--- src/rtl/gated_reg_bank.sv ---
// rtl/gated_reg_bank.sv - per-channel register bank with idle-driven clock gating
module gated_reg_bank #(
    parameter int CH       = 4,
    parameter int W        = 8,
    parameter int IDLE_CYC = 8,
    parameter int WAKE_CYC = 2
) (
    input  logic            clk,
    input  logic            reset,
    input  logic [CH-1:0]   in_valid,
    input  logic [CH*W-1:0] in_data,
    input  logic            force_on,
    output logic [CH-1:0]   in_ready,
    output logic [CH*W-1:0] q,
    output logic [CH-1:0]   gate_en,
    output logic [CH-1:0]   gated,
    output logic            all_gated
);

    localparam int IW = $clog2(IDLE_CYC + 1);
    localparam int WW = $clog2(WAKE_CYC + 1);
    localparam logic [IW-1:0] IDLE_LAST = IW'(IDLE_CYC - 1);
    localparam logic [WW-1:0] WAKE_LAST = WW'(WAKE_CYC - 1);

    typedef enum logic [1:0] {
        RUN   = 2'd0,
        GATED = 2'd1,
        WAKE  = 2'd2
    } state_t;

    for (genvar g = 0; g < CH; g++) begin : g_ch
        state_t        state, state_nxt;
        logic [IW-1:0] idle_cnt, idle_nxt;
        logic [WW-1:0] wake_cnt, wake_nxt;
        logic [W-1:0]  q_r;
        logic          wr_en;
        logic          rdy, gen, gtd;

        always_ff @(posedge clk) begin
            if (reset) begin
                state    <= RUN;
                idle_cnt <= '0;
                wake_cnt <= '0;
                q_r      <= '0;
            end else begin
                state    <= state_nxt;
                idle_cnt <= idle_nxt;
                wake_cnt <= wake_nxt;
                if (wr_en) begin
                    q_r <= in_data[g*W +: W];
                end
            end
        end

        // A write only lands in RUN; data offered while gated or waking is dropped.
        always_comb begin
            state_nxt = state;
            idle_nxt  = idle_cnt;
            wake_nxt  = wake_cnt;
            wr_en     = 1'b0;
            case (state)
                RUN: begin
                    if (in_valid[g]) begin
                        wr_en    = 1'b1;
                        idle_nxt = '0;
                    end else if (force_on) begin
                        idle_nxt = '0;
                    end else if (idle_cnt == IDLE_LAST) begin
                        state_nxt = GATED;
                        idle_nxt  = '0;
                    end else begin
                        idle_nxt = idle_cnt + 1'b1;
                    end
                end
                GATED: begin
                    if (in_valid[g] || force_on) begin
                        state_nxt = WAKE;
                        wake_nxt  = '0;
                    end
                end
                WAKE: begin
                    if (wake_cnt == WAKE_LAST) begin
                        state_nxt = RUN;
                        idle_nxt  = '0;
                        wake_nxt  = '0;
                    end else begin
                        wake_nxt = wake_cnt + 1'b1;
                    end
                end
                default: begin
                    state_nxt = RUN;
                    idle_nxt  = '0;
                    wake_nxt  = '0;
                end
            endcase
        end

        always_comb begin
            rdy = (state == RUN);
            gen = (state != GATED);
            gtd = (state == GATED);
        end

        assign in_ready[g]     = rdy;
        assign gate_en[g]      = gen;
        assign gated[g]        = gtd;
        assign q[g*W +: W]     = q_r;
    end

    assign all_gated = &gated;

endmodule

--- config.mk ---
export PLATFORM = sky130hd
export DESIGN_NAME = gated_reg_bank
export DESIGN_NICKNAME = d
export VERILOG_FILES = /design/src/rtl/gated_reg_bank.sv
export SDC_FILE = /design/constraint.sdc
export NUM_CORES = 1
export LEC_CHECK = 0
export CAP_MARGIN = 20
export CELL_PAD_IN_SITES_DETAIL_PLACEMENT = 1
export CELL_PAD_IN_SITES_GLOBAL_PLACEMENT = 1
export CORE_MARGIN = 5
export CORE_UTILIZATION = 36
export DETAILED_ROUTE_END_ITERATION = 7
export PLACE_DENSITY = 0.95
export SLEW_MARGIN = 20
export SYNTH_ARGS = -nofsm -noshare
export SYNTH_HDL_FRONTEND = slang
export SYNTH_SLANG_ARGS = --single-unit
--- constraint.sdc ---
create_clock -name clk -period 2.6 [get_ports clk]
set_input_delay 0.26 -clock clk [delete_from_list [all_inputs] [get_ports clk]]
set_output_delay 0.26 -clock clk [all_outputs]
set_load 0.01 [all_outputs]
==> flow_metrics.tcl <==
set metrics [dict create \
    outcome "finished clean" \
    ys_seq_area_share_pct 46.9 \
    powerDensity_mw_per_mm2 586 \
    fmax_ghz 0.449 \
    rows 31 \
    syn_to_final_growth_pct 37.5 \
    end_kind "output port" \
    slowest_delay_ps 600 \
    antenna_found_initial 0 \
    drtPass1Iterations 4 \
    grt_usage_pct 16.7 \
    hpwl_um 5680 \
    worstSetupStartpointType "register" \
    io_buffers 83 \
    route.vias.total 2559 \
    cts_setup_buffers 0 \
    crit_type "reg -> out" \
    synth.distinct_cells 30 \
    clk_pin_slew_ps 70 \
    setup_violations 0 \
    routed_wl_um 7630 \
    h-tree-depth 3 \
    start_util_pct 37.3 \
    post_route_cells_drive_above_1_share_pct 5.50 \
    vdd_drop_max_mv 0.306 \
    synth_area_mm2 0.00273 \
    clk_path_buf_depth 2 \
    die_h_um 97.1 \
    io_pins 84 \
    vias_per_cell 4.95 \
    max_cap_violations 0 \
    tns_ps 0 \
    cts_tree "done" \
    r2r_cells 3 \
    wl_per_cell_um 14.8 \
    p_leak_nw 1.43 \
    finish.utilization_pct 51.2 \
    fp.coreArea_mm2 0.00733 \
    cts_root_buf "clkbuf_8" \
    finClkSkew_ps 9.39 \
    hold_path_class "in -> reg" \
    grt_pass1_vias 2761 \
    ys_ff_latch 64 \
    numCtsBuffers 9 \
    grt_max_degree 32 \
    avgSynthCellArea_um2 7.94 \
    arrival_ps 1970 \
    rsz0062_at_grt "no" \
    antenna_cells 0 \
    cp_slowest_cell "clkdlybuf4s50_1" \
    worst_slew_pin_slew_ps 643 \
    required_ps 2340 \
    fin_crit_sh_pct 85.7 \
    worstPathCellList "or2b_1 -> nor4_1 -> clkdlybuf4s50_1" \
    route.detailed.drc 0 \
    nets 456 \
    ctsResizeCount 0 \
    ys_warn_count 0 \
    min_period_ps 2230 \
    cts_sinks 64 \
    die-area_mm2 0.00943 \
    slew_headroom_pct 56.8 \
    grt_pass1_wl_um 13000 \
    place.gp.congestion 0.845 \
    hold_depth 2 \
    holdBufCountCts 0 \
    fp.dieW_um 97.1 \
    slew_viol_final 0 \
    hold_viol 0 \
    drtAntennaViolNets 0 \
    drtIter0Drc 74 \
    overflow 0 \
    crit_fanout 9 \
    syn_inst 344 \
    synth.net_count 387 \
    clk_latency_ps 340 \
]
routing by layer:
layer	vias to the layer above	part of all wire, %	track usage [%]
met1	1201	41	18.2
met3	13	4.4	4.16
met4	0	2.1	8.21
met5	-	0	0
met2	52	52	30.0
li1	1293	-	-
power by group:
group | internal, W | switching (W)
combinational | 0.000125 | 0.000100
clock | 0.000561 | 0.000387
sequential | 0.00101 | 0.0000182
total | 0.00170 | 0.000506
critical path: cells and delay by family (launching register included):
family	cells	cell delay, ps
buf+inv	1	600
simple gates	2	540
flops	1	490
sequential cells by signal, indices dropped and copies added, names as in the netlist:
signal	flops
g_ch.state	8
g_ch.q_r	32
g_ch.wake_cnt	8
g_ch.idle_cnt	16
logic make-up (layout without fill, tap and decap cells):
| family | count (synthesis) | count (layout) | synth area share (%) |
|---|---|---|---|
| mux | 2 | 2 | 0.733 |
| fa+ha+maj | 4 | 4 | 1.83 |
| flops | 64 | 64 | 46.9 |
| buf+inv | 37 | 111 | 7.42 |
| simple gates | 160 | 160 | 27.8 |
| compound gates | 77 | 77 | 15.3 |
layout by cell type, fill, tap and decap left out, types with 2 or more instances in the layout:
master and n:
clkdlybuf4s50_1 82, nand2_1 71, dfxtp_1 64, a21oi_1 52, nor2_1 33, o21ai_0 10
clkbuf_8 10, inv_1 9, nor4_1 8, nor2b_1 8, nand2b_1 7, nand3_1 7
and2_1 6, nor3b_1 5, or4_1 4, a211oi_1 4, a22oi_1 4, ha_1 4
and3b_1 3, o22ai_1 3, clkinv_2 3, buf_4 3, mux2i_1 2, or4_4 2
nor3_1 2, o21a_1 2, and3_1 2, bufinv_16 2
path summary, 6_finish.rpt:
| check | from | end | slack, ps |
|---|---|---|---|
| setup / recovery | g_ch[3].state[0] | all_gated | 370 |
| hold / removal | reset | g_ch[3].wake_cnt[0] | 410 |
| setup reg to reg | g_ch[3].state[0] | g_ch[3].idle_cnt[3] | 860 |
| hold reg to reg | g_ch[2].q_r[1] | g_ch[2].q_r[1] | 460 |
synthesized netlist by cell type:
| library cell | count | share of area [%] |
|---|---|---|
| or2b_1 | 1 | 0.27 |
| nor3b_1 | 5 | 1.4 |
| a221oi_1 | 1 | 0.32 |
| o22ai_1 | 3 | 0.69 |
| or2_2 | 1 | 0.23 |
| a211oi_1 | 4 | 1.1 |
| mux2i_1 | 2 | 0.73 |
| nand3_1 | 7 | 1.3 |
| or4_1 | 4 | 1.1 |
| nor4_1 | 8 | 1.8 |
| o21ai_0 | 10 | 1.8 |
| buf_6 | 2 | 0.82 |
| and3b_1 | 3 | 0.96 |
| a22oi_1 | 4 | 1.1 |
| nor2b_1 | 8 | 1.8 |
| a31oi_1 | 1 | 0.23 |
| o21a_1 | 2 | 0.55 |
| nand2b_1 | 7 | 1.6 |
| a21oi_1 | 52 | 9.5 |
| nor2_1 | 33 | 4.5 |
| inv_1 | 9 | 1.2 |
| or4_4 | 2 | 0.82 |
| buf_4 | 13 | 3.6 |
| nand2_1 | 71 | 9.8 |
| and3_1 | 2 | 0.46 |
| ha_1 | 4 | 1.8 |
| dfxtp_1 | 64 | 47 |
| and2_1 | 6 | 1.4 |
| clkbuf_1 | 13 | 1.8 |
| nor3_1 | 2 | 0.37 |
area by class of cell:
| cell class | count | area, µm² |
|---|---|---|
| Inverter | 9 | 33.8 |
| Clock inverter | 6 | 82.6 |
| Sequential cell | 64 | 1280 |
| Tap cell | 99 | 124 |
| Fill cell | 858 | 3570 |
| Timing Repair Buffer | 86 | 848 |
| Clock buffer | 10 | 138 |
| Multi-Input combinational cell | 243 | 1250 |
through the flow:
step | worst slack (ps) | power [W] | hold WS, ps | cells | area (µm²)
2_1_floorplan | 967 | 0.00114 | 396 | 344 | 2730
3_3_place_gp | 541 | 0.00127 | 442 | 501 | 3540
3_5_place_dp | 492 | 0.00128 | 452 | 501 | 3540
4_1_cts | 300 | 0.00223 | 399 | 517 | 3760
5_1_grt | 217 | 0.00229 | 437 | 517 | 3760
6_report | 371 | 0.00220 | 414 | 517 | 3760
Power figures use the tool's default switching activity.
